==> config.mk <==
export PLATFORM = sky130hd
export DESIGN_NAME = piso_tx8
export DESIGN_NICKNAME = d
export VERILOG_FILES = /design/src/rtl/piso_tx8.sv
export SDC_FILE = /design/constraint.sdc
export NUM_CORES = 1
export LEC_CHECK = 0
export BUFFER_PORTS_ARGS = -buffer_cell sky130_fd_sc_hd__buf_2
export CAP_MARGIN = 40
export CORE_ASPECT_RATIO = 0.8
export CORE_MARGIN = 2
export CORE_UTILIZATION = 25
export DETAILED_ROUTE_END_ITERATION = 8
export GPL_ROUTABILITY_DRIVEN = 0
export GPL_TIMING_DRIVEN = 1
export PLACE_DENSITY = 0.44
export SLEW_MARGIN = 20
export SYNTH_ARGS = -nofsm -noshare
export SYNTH_HDL_FRONTEND = slang
export SYNTH_SLANG_ARGS = --single-unit
export TNS_END_PERCENT = 1
==> constraint.sdc <==
create_clock -name clk -period 1.5 [get_ports clk]
set_clock_uncertainty 0.15 [all_clocks]
set_input_delay 0.3 -clock clk [delete_from_list [all_inputs] [get_ports clk]]
set_output_delay 0.3 -clock clk [all_outputs]
set_load 0.005 [all_outputs]
==> src/rtl/piso_tx8.sv <==
// piso_tx8 - 8-bit parallel-in / serial-out transmitter.
//
// Accepts one byte per load_valid/load_ready handshake and shifts it out one
// bit per clock on sout, framed by sframe. A one-cycle done pulse follows the
// final bit of every completed frame. A byte offered during the final bit
// cycle is taken immediately, so back-to-back frames leave no gap.
//
// Optional feature (compile-time macro PARITY_EN): appends one even-parity bit
// (^ of the captured byte) after the 8 data bits, giving a 9-cycle frame.
//
// Parameters:
//   MSB_FIRST   1: din[7] sent first, 0: din[0] sent first
//   IDLE_LEVEL  sout level whenever no frame bit is driven
//
// Ports:
//   clk         rising-edge clock
//   reset_n     asynchronous active-low reset
//   din[7:0]    byte to transmit, sampled on handshake
//   load_valid  upstream offers din
//   load_ready  block can accept din this cycle (registered)
//   sout        serial data (registered)
//   sframe      high while sout carries a frame bit (registered)
//   done        one-cycle pulse after the final frame bit (registered)

module piso_tx8 #(
    parameter bit MSB_FIRST  = 1'b1,
    parameter bit IDLE_LEVEL = 1'b0
) (
    input  logic       clk,
    input  logic       reset_n,
    input  logic [7:0] din,
    input  logic       load_valid,
    output logic       load_ready,
    output logic       sout,
    output logic       sframe,
    output logic       done
);

    localparam int unsigned DATA_W = 8;
    localparam int unsigned CNT_W  = 3;
    localparam logic [CNT_W-1:0] LAST_BIT = CNT_W'(DATA_W - 1);

`ifdef PARITY_EN
    typedef enum logic [1:0] {
        S_IDLE  = 2'd0,
        S_SHIFT = 2'd1,
        S_PAR   = 2'd2
    } state_t;
`else
    typedef enum logic [1:0] {
        S_IDLE  = 2'd0,
        S_SHIFT = 2'd1
    } state_t;
`endif

    state_t             state, nxt_state;
    logic [DATA_W-1:0]  shreg, nxt_shreg;
    logic [CNT_W-1:0]   bit_cnt, nxt_cnt;
    logic               nxt_sout, nxt_sframe, nxt_done, nxt_ready;
    logic               xfer;
    logic               do_start, do_stop;
`ifdef PARITY_EN
    logic               par_q, nxt_par;
`endif

    // Bit to put on the line next from a byte, in the configured order.
    function automatic logic head_bit(input logic [DATA_W-1:0] b);
        return MSB_FIRST ? b[DATA_W-1] : b[0];
    endfunction

    // Byte with the head bit consumed.
    function automatic logic [DATA_W-1:0] tail_bits(input logic [DATA_W-1:0] b);
        return MSB_FIRST ? {b[DATA_W-2:0], 1'b0} : {1'b0, b[DATA_W-1:1]};
    endfunction

    assign xfer = load_valid & load_ready;

    // State and output registers.
    always_ff @(posedge clk or negedge reset_n) begin
        if (!reset_n) begin
            state      <= S_IDLE;
            shreg      <= 8'h00;
            bit_cnt    <= '0;
            sout       <= IDLE_LEVEL;
            sframe     <= 1'b0;
            done       <= 1'b0;
            load_ready <= 1'b1;
`ifdef PARITY_EN
            par_q      <= 1'b0;
`endif
        end else begin
            state      <= nxt_state;
            shreg      <= nxt_shreg;
            bit_cnt    <= nxt_cnt;
            sout       <= nxt_sout;
            sframe     <= nxt_sframe;
            done       <= nxt_done;
            load_ready <= nxt_ready;
`ifdef PARITY_EN
            par_q      <= nxt_par;
`endif
        end
    end

    // Next-state and next-output logic.
    always_comb begin
        nxt_state  = state;
        nxt_shreg  = shreg;
        nxt_cnt    = bit_cnt;
        nxt_sout   = sout;
        nxt_sframe = sframe;
        nxt_done   = 1'b0;
        nxt_ready  = 1'b0;
        do_start   = 1'b0;
        do_stop    = 1'b0;
`ifdef PARITY_EN
        nxt_par    = par_q;
`endif

        case (state)
            S_IDLE: begin
                do_start = xfer;
            end
            S_SHIFT: begin
                if (bit_cnt != LAST_BIT) begin
                    nxt_cnt   = bit_cnt + CNT_W'(1);
                    nxt_sout  = head_bit(shreg);
                    nxt_shreg = tail_bits(shreg);
                end else begin
`ifdef PARITY_EN
                    nxt_state = S_PAR;
                    nxt_sout  = par_q;
`else
                    nxt_done  = 1'b1;
                    do_start  = xfer;
                    do_stop   = !xfer;
`endif
                end
            end
`ifdef PARITY_EN
            S_PAR: begin
                nxt_done = 1'b1;
                do_start = xfer;
                do_stop  = !xfer;
            end
`endif
            default: begin
                nxt_state = S_IDLE;
            end
        endcase

        // A new frame puts its first bit on the line at this edge.
        if (do_start) begin
            nxt_state  = S_SHIFT;
            nxt_cnt    = '0;
            nxt_sout   = head_bit(din);
            nxt_shreg  = tail_bits(din);
            nxt_sframe = 1'b1;
`ifdef PARITY_EN
            nxt_par    = ^din;
`endif
        end else if (do_stop) begin
            nxt_state  = S_IDLE;
            nxt_cnt    = '0;
            nxt_sout   = IDLE_LEVEL;
            nxt_sframe = 1'b0;
        end

        // Ready while idle or while the final bit of a frame is on the line.
`ifdef PARITY_EN
        nxt_ready = (nxt_state == S_IDLE) || (nxt_state == S_PAR);
`else
        nxt_ready = (nxt_state == S_IDLE) ||
                    ((nxt_state == S_SHIFT) && (nxt_cnt == LAST_BIT));
`endif
    end

endmodule
* Yosys cells after proc, flatten, opt, wreduce, memory -nomap -nowiden
Cells that the tools add are included.
** Word-level totals
- Word-level logic and storage cells :: 48
- Flip-flop bits (word level) :: 17
- Input port bits :: 11
- Output and inout bits :: 4
** Cells by class
- Reductions and logical operators :: 13
- Bitwise logic cells :: 1
- Eq/ne operators :: 4
- Add/sub/neg operators :: 1
- Muxes and demuxes :: 22
** Operators with widths (count)
- two-way mux 8 bit :: 3
- two-way mux 3 bit :: 4
- two-way mux 1 bit :: 11
- two-way mux 2 bit :: 3
- nonzero test 2 bit :: 3
- nonzero test 3 bit :: 2
- equality test 2 x 1 -> 1 bit (second input constant) :: 2
- zero test 2 bit :: 2
- AND reduction 2 bit :: 2
- adder 3 x 1 -> 3 bit (second input constant) :: 1
- equality test 3 bit (second input constant) :: 1
- inequality test 3 bit (second input constant) :: 1
- case mux 1 bit (2 select lines) :: 1
- OR reduction 2 bit :: 1
- bitwise AND 1 bit :: 1
- logical AND 1 bit :: 1
- zero test 1 bit :: 1
- logical OR 1 bit :: 1

* Depth between registers and ports, before layout
- Depth in word-level cells :: 9
- Gate-level depth with buffers :: 5
- Depth with buffers taken out :: 5

* Least setup slack after synthesis
Ideal clock, no wire load.
- Kind :: reg-to-reg
- From :: reg bit_cnt[0]
- To :: reg sout
- Path slack :: -0.062 ns
- Required time :: 1.277 ns
- Cell stages (with the launch flop) :: 6
- Setup time :: 0.073 ns
- Data arrival time :: 1.339 ns
- Period minus slack after synthesis :: 1.562 ns
- Cell sequence :: dfrtp_1 > ha_1 > nand2_4 > a211oi_4 > nor3_1 > a21oi_2
** Between the ends
- Cells in the longest elaborated chain, start to end :: 5
- Elaborated cells between the ends (all ways) :: 10
- Classes of those cells :: 1 x eq/ne; 6 x mux; 3 x reduce/logical
** RTL lines
- start, declared :: RTL line 58 : logic [CNT_W-1:0] bit_cnt, nxt_cnt;
- start signal, assigned :: RTL line 94 : bit_cnt <= nxt_cnt;
- inequality test 3 bit (*) :: RTL line 125 : if (bit_cnt != LAST_BIT) begin
- two-way mux 1 bit :: RTL line 125
- case mux 1 bit (2 select lines) / two-way mux 1 bit (equally long branches) :: RTL line 120 : case (state)
- nonzero test 3 bit (no line) / two-way mux 1 bit (equally long branches)
- AND reduction 2 bit (no line) / two-way mux 1 bit (equally long branches)
- end signal, assigned :: RTL line 95 : sout <= nxt_sout;
- end, declared :: RTL line 34 : output logic sout,
Every way passes the cells marked *; elsewhere a longest branch is shown, timed or not.
A chain may end at the register's enable or synchronous reset.

* Final worst setup path
- From :: reg bit_cnt[0]
- To :: reg bit_cnt[1]
** Between the ends
- Cells in the longest elaborated chain, start to end :: 5
- Elaborated cells between the ends (all ways) :: 10
- Classes of those cells :: 1 x add/sub; 1 x eq/ne; 8 x mux
** RTL lines
- adder 3 x 1 -> 3 bit / inequality test 3 bit (equally long branches) :: RTL line 126, 125
- two-way mux 3 bit / two-way mux 1 bit (equally long branches) :: RTL line 125
- two-way mux 3 bit / two-way mux 1 bit (equally long branches) :: RTL line 120
- two-way mux 3 bit :: RTL line 162 : end else if (do_stop) begin
- two-way mux 3 bit (*) :: RTL line 153 : if (do_start) begin
- net nxt_cnt[1] :: RTL line 58
The timed path passes the listed nets; every way through them passes the cells marked *.

==> flow_summary_export.csv <==
group,metric,value,unit
run_status,status,"finished, final reports clean",
route,via_per_inst,4.42,
sta,setup-tns-final,0,ps
clocking,cts_buffers,3,
yosys,synth_compound_area_share,25.6,%
yosys,synth_area_leader_cell,"dfrtp_1",
die,core,3040,um2
critical_path,endpoint_kind,"flop",
critical_path,critPathLaunchType,"flop",
critical_path,reg2reg_depth,5,
die,die_h,54.2,um
sta,hold_viol_final,0,
global_route,grt_max_degree,17,
power_and_ir_drop,worst_ir_drop_vdd,0.696,mV
sta,slew_violations,0,
sta,rsz0062_at_grt,"true",
flow_run,max-cap-violations,0,
clocking,cts_buffer_depth,2,
yosys,ys_types,26,
yosys,synth_top_area_share,47.6,%
power_and_ir_drop,finalPower,1530,uW
die,die_x,66.8,um
layout,final_util,38.1,%
layout,drive_above_1_share,43.9,%
global_route,antenna_found_initial,0,
power_and_ir_drop,cellLeakagePower,0.000542,uW
yosys,ys_seq_area_share,51.0,%
place,io_buffer_count,14,
die,rows,18,
critical_path,cp_max_fo,5,
clocking,htreeDepth,1,
critical_path,required,1480,ps
clocking,cts_tree,"yes",
yosys,synth_mux_area_share,2.54,%
layout,final_area,1160,um2
critical_path,cp.arrival,1440,ps
sta,fmax,684,MHz
yosys,synth_top_family_by_area,"compound AO/OA/AOI/OAI gates",
yosys,syn_nets,91,
sta,timing.final.crit_share,97.5,%
global_route,grt_pass1_wl,3250,um
yosys,synth-simple-area-share,11.1,%
route,drt-total-wl,1870,um
yosys,synthesis.area_per_instance,9.98,um2
route,dr_total_vias,680,
clocking,clock-sinks,16,
route,wire_per_inst,12.1,um
sta,setup_viol,0,
critical_path,setup.worst_path.class,"flop to flop",
route,firstDrtPassIters,4,
critical_path,r2r_end,"bit_cnt[1]$_DFF_PN0_",
layout,layout.cells.most_common,"buf_4",
die,design.die.area,3620,um2
clocking,clk_latency,250,ps
layout,syn_to_final_growth,46.8,%
layout,antenna_cells,0,
global_route,grt_usage,12.7,%
sta,finalHoldWorstSlack,117,ps
yosys,synth_area,788,um2
sta,fin_crit,1460,ps
clocking,clkSlewWorstSetupHoldPaths,70,ps
critical_path,r2r_setup_slack,40,ps
die,start_util,25.9,%
yosys,yosys_warnings,0,
yosys,synthAdderAreaFrac,1.59,%
clocking,cts-root-buf,"clkbuf_8",
min_path,whs_endpoint,"shreg[1]$_DFFE_PN0P_",
yosys,synth-seq-cells,16,
route,ant_nets,0,
yosys,syn_inst,79,
power_and_ir_drop,cellPowerDensity,1320,nW/um2
layout,finalNetCount,127,
critical_path,r2r-start,"bit_cnt[0]$_DFF_PN0_",
yosys,netlist_top_cells_area,"dfrtp_1 (48%), a22oi_1 (6.7%), o21ai_1 (5.7%), inv_1 (4.8%), dfstp_2 (3.3%)",
min_path,hp-class,"input port to flop",
route,drt_iter0_drc,13,
die,pin_count,15,
global_route,grt_pass1_vias,681,
min_path,holdPathStages,3,
layout,final_cell_mix,"buf_4 (16), dfrtp_1 (15), buf_2 (14)",
route,drc,0,
place,dp_hpwl,1380,um
yosys,yosys.area_share.xor_xnor,1.11,%
place,place_area,1030,um2
min_path,hold_start,"din[0]",
global_route,grt_overflow,0,
critical path, stage by stage (launching register included):
cell and delay, ps:
dfrtp_1 410, ha_4 200, buf_6 120, a21oi_4 200
mux2i_1 210, nor2_1 60
stage by stage:
| step | setup slack (ps) | cells |
|---|---|---|
| after CTS | 18.3 | 154 |
| after global placement | -29.0 | 148 |
| final | 37.3 | 154 |
| after detailed placement | -65.6 | 148 |
| after floorplan | 11.3 | 79 |
| after global routing | -44.7 | 154 |
power by group:
part | internal (uW) | switching [uW]
sequential | 542 | 88.8
clock | 233 | 148
combinational | 286 | 233
total | 1060 | 470
per-layer routing:
layer	vias up	track usage (%)	part of all wire, %	wire length [um]
met5	-	0	0	0
met4	0	5.10	0.96	18
met3	2	4.94	4.4	83
met2	13	20.0	47	881
met1	325	15.9	47	883
li1	340	-	-	-
logic make-up (layout without fill, tap and decap cells):
| family | after synthesis | in the layout |
|---|---|---|
| multiplexers | 2 | 2 |
| other | 1 | 1 |
| AND/OR/NAND/NOR | 17 | 17 |
| XOR/XNOR | 1 | 1 |
| adder cells (fa/ha/maj) | 1 | 1 |
| flip-flops | 16 | 16 |
| buffers and inverters | 13 | 48 |
| AO/OA/AOI/OAI | 28 | 28 |
synth_stat cells:
cell type and count:
dfrtp_1 15, inv_1 10, o21ai_1 9, a22oi_1 7, nand2_1 4, nor2_1 4
a21oi_1 3, buf_2 3, nand2b_1 3, a21oi_2 2, mux2i_1 2, nand3_1 2
o31ai_1 2, a211oi_4 1, a21oi_4 1, a31oi_1 1, conb_1 1, dfstp_2 1
ha_1 1, nand2_4 1, nor2b_1 1, nor3_1 1, o21ai_0 1, o311ai_1 1
or2_0 1, xnor2_1 1
how the worst max path moves through the flow:
stage                         start                   end  depth (start not counted)
2_1_floorplan  bit_cnt[0]$_DFF_PN0_      sout$_DFFE_PN0P_                          5
3_3_place_gp   bit_cnt[0]$_DFF_PN0_  shreg[2]$_DFFE_PN0P_                          5
3_5_place_dp   bit_cnt[0]$_DFF_PN0_  shreg[2]$_DFFE_PN0P_                          5
4_1_cts        bit_cnt[0]$_DFF_PN0_  bit_cnt[1]$_DFF_PN0_                          5
5_1_grt        bit_cnt[1]$_DFF_PN0_  shreg[2]$_DFFE_PN0P_                          6
6_report       bit_cnt[0]$_DFF_PN0_  bit_cnt[1]$_DFF_PN0_                          5
flip-flops by register name (all words and copies together), names as in the netlist:
signal	count
sframe	1
load_ready	1
bit_cnt	3
state	2
sout	1
done	1
shreg	7
area by class of cell:
type                            instances  area [um2]
Timing Repair Buffer                   34         234
Clock buffer                            4        55.1
Inverter                               10        37.5
Multi-Input combinational cell         50         379
Fill cell                             317        1880
Sequential cell                        16         402
Tap cell                               40        50.0
what timing repair did:
item | 4_1_cts | 5_1_grt
pin swaps | 3 | 3
buffers inserted | 1 | 0
resized for setup | 5 | 7
endpoints found under the hold margin | 15 | 0
cloned | 0 | 0
hold buffers | 1 | 0
endpoints found under the setup margin | 11 | 13
No activity file was read; power rests on OpenSTA's default activity.
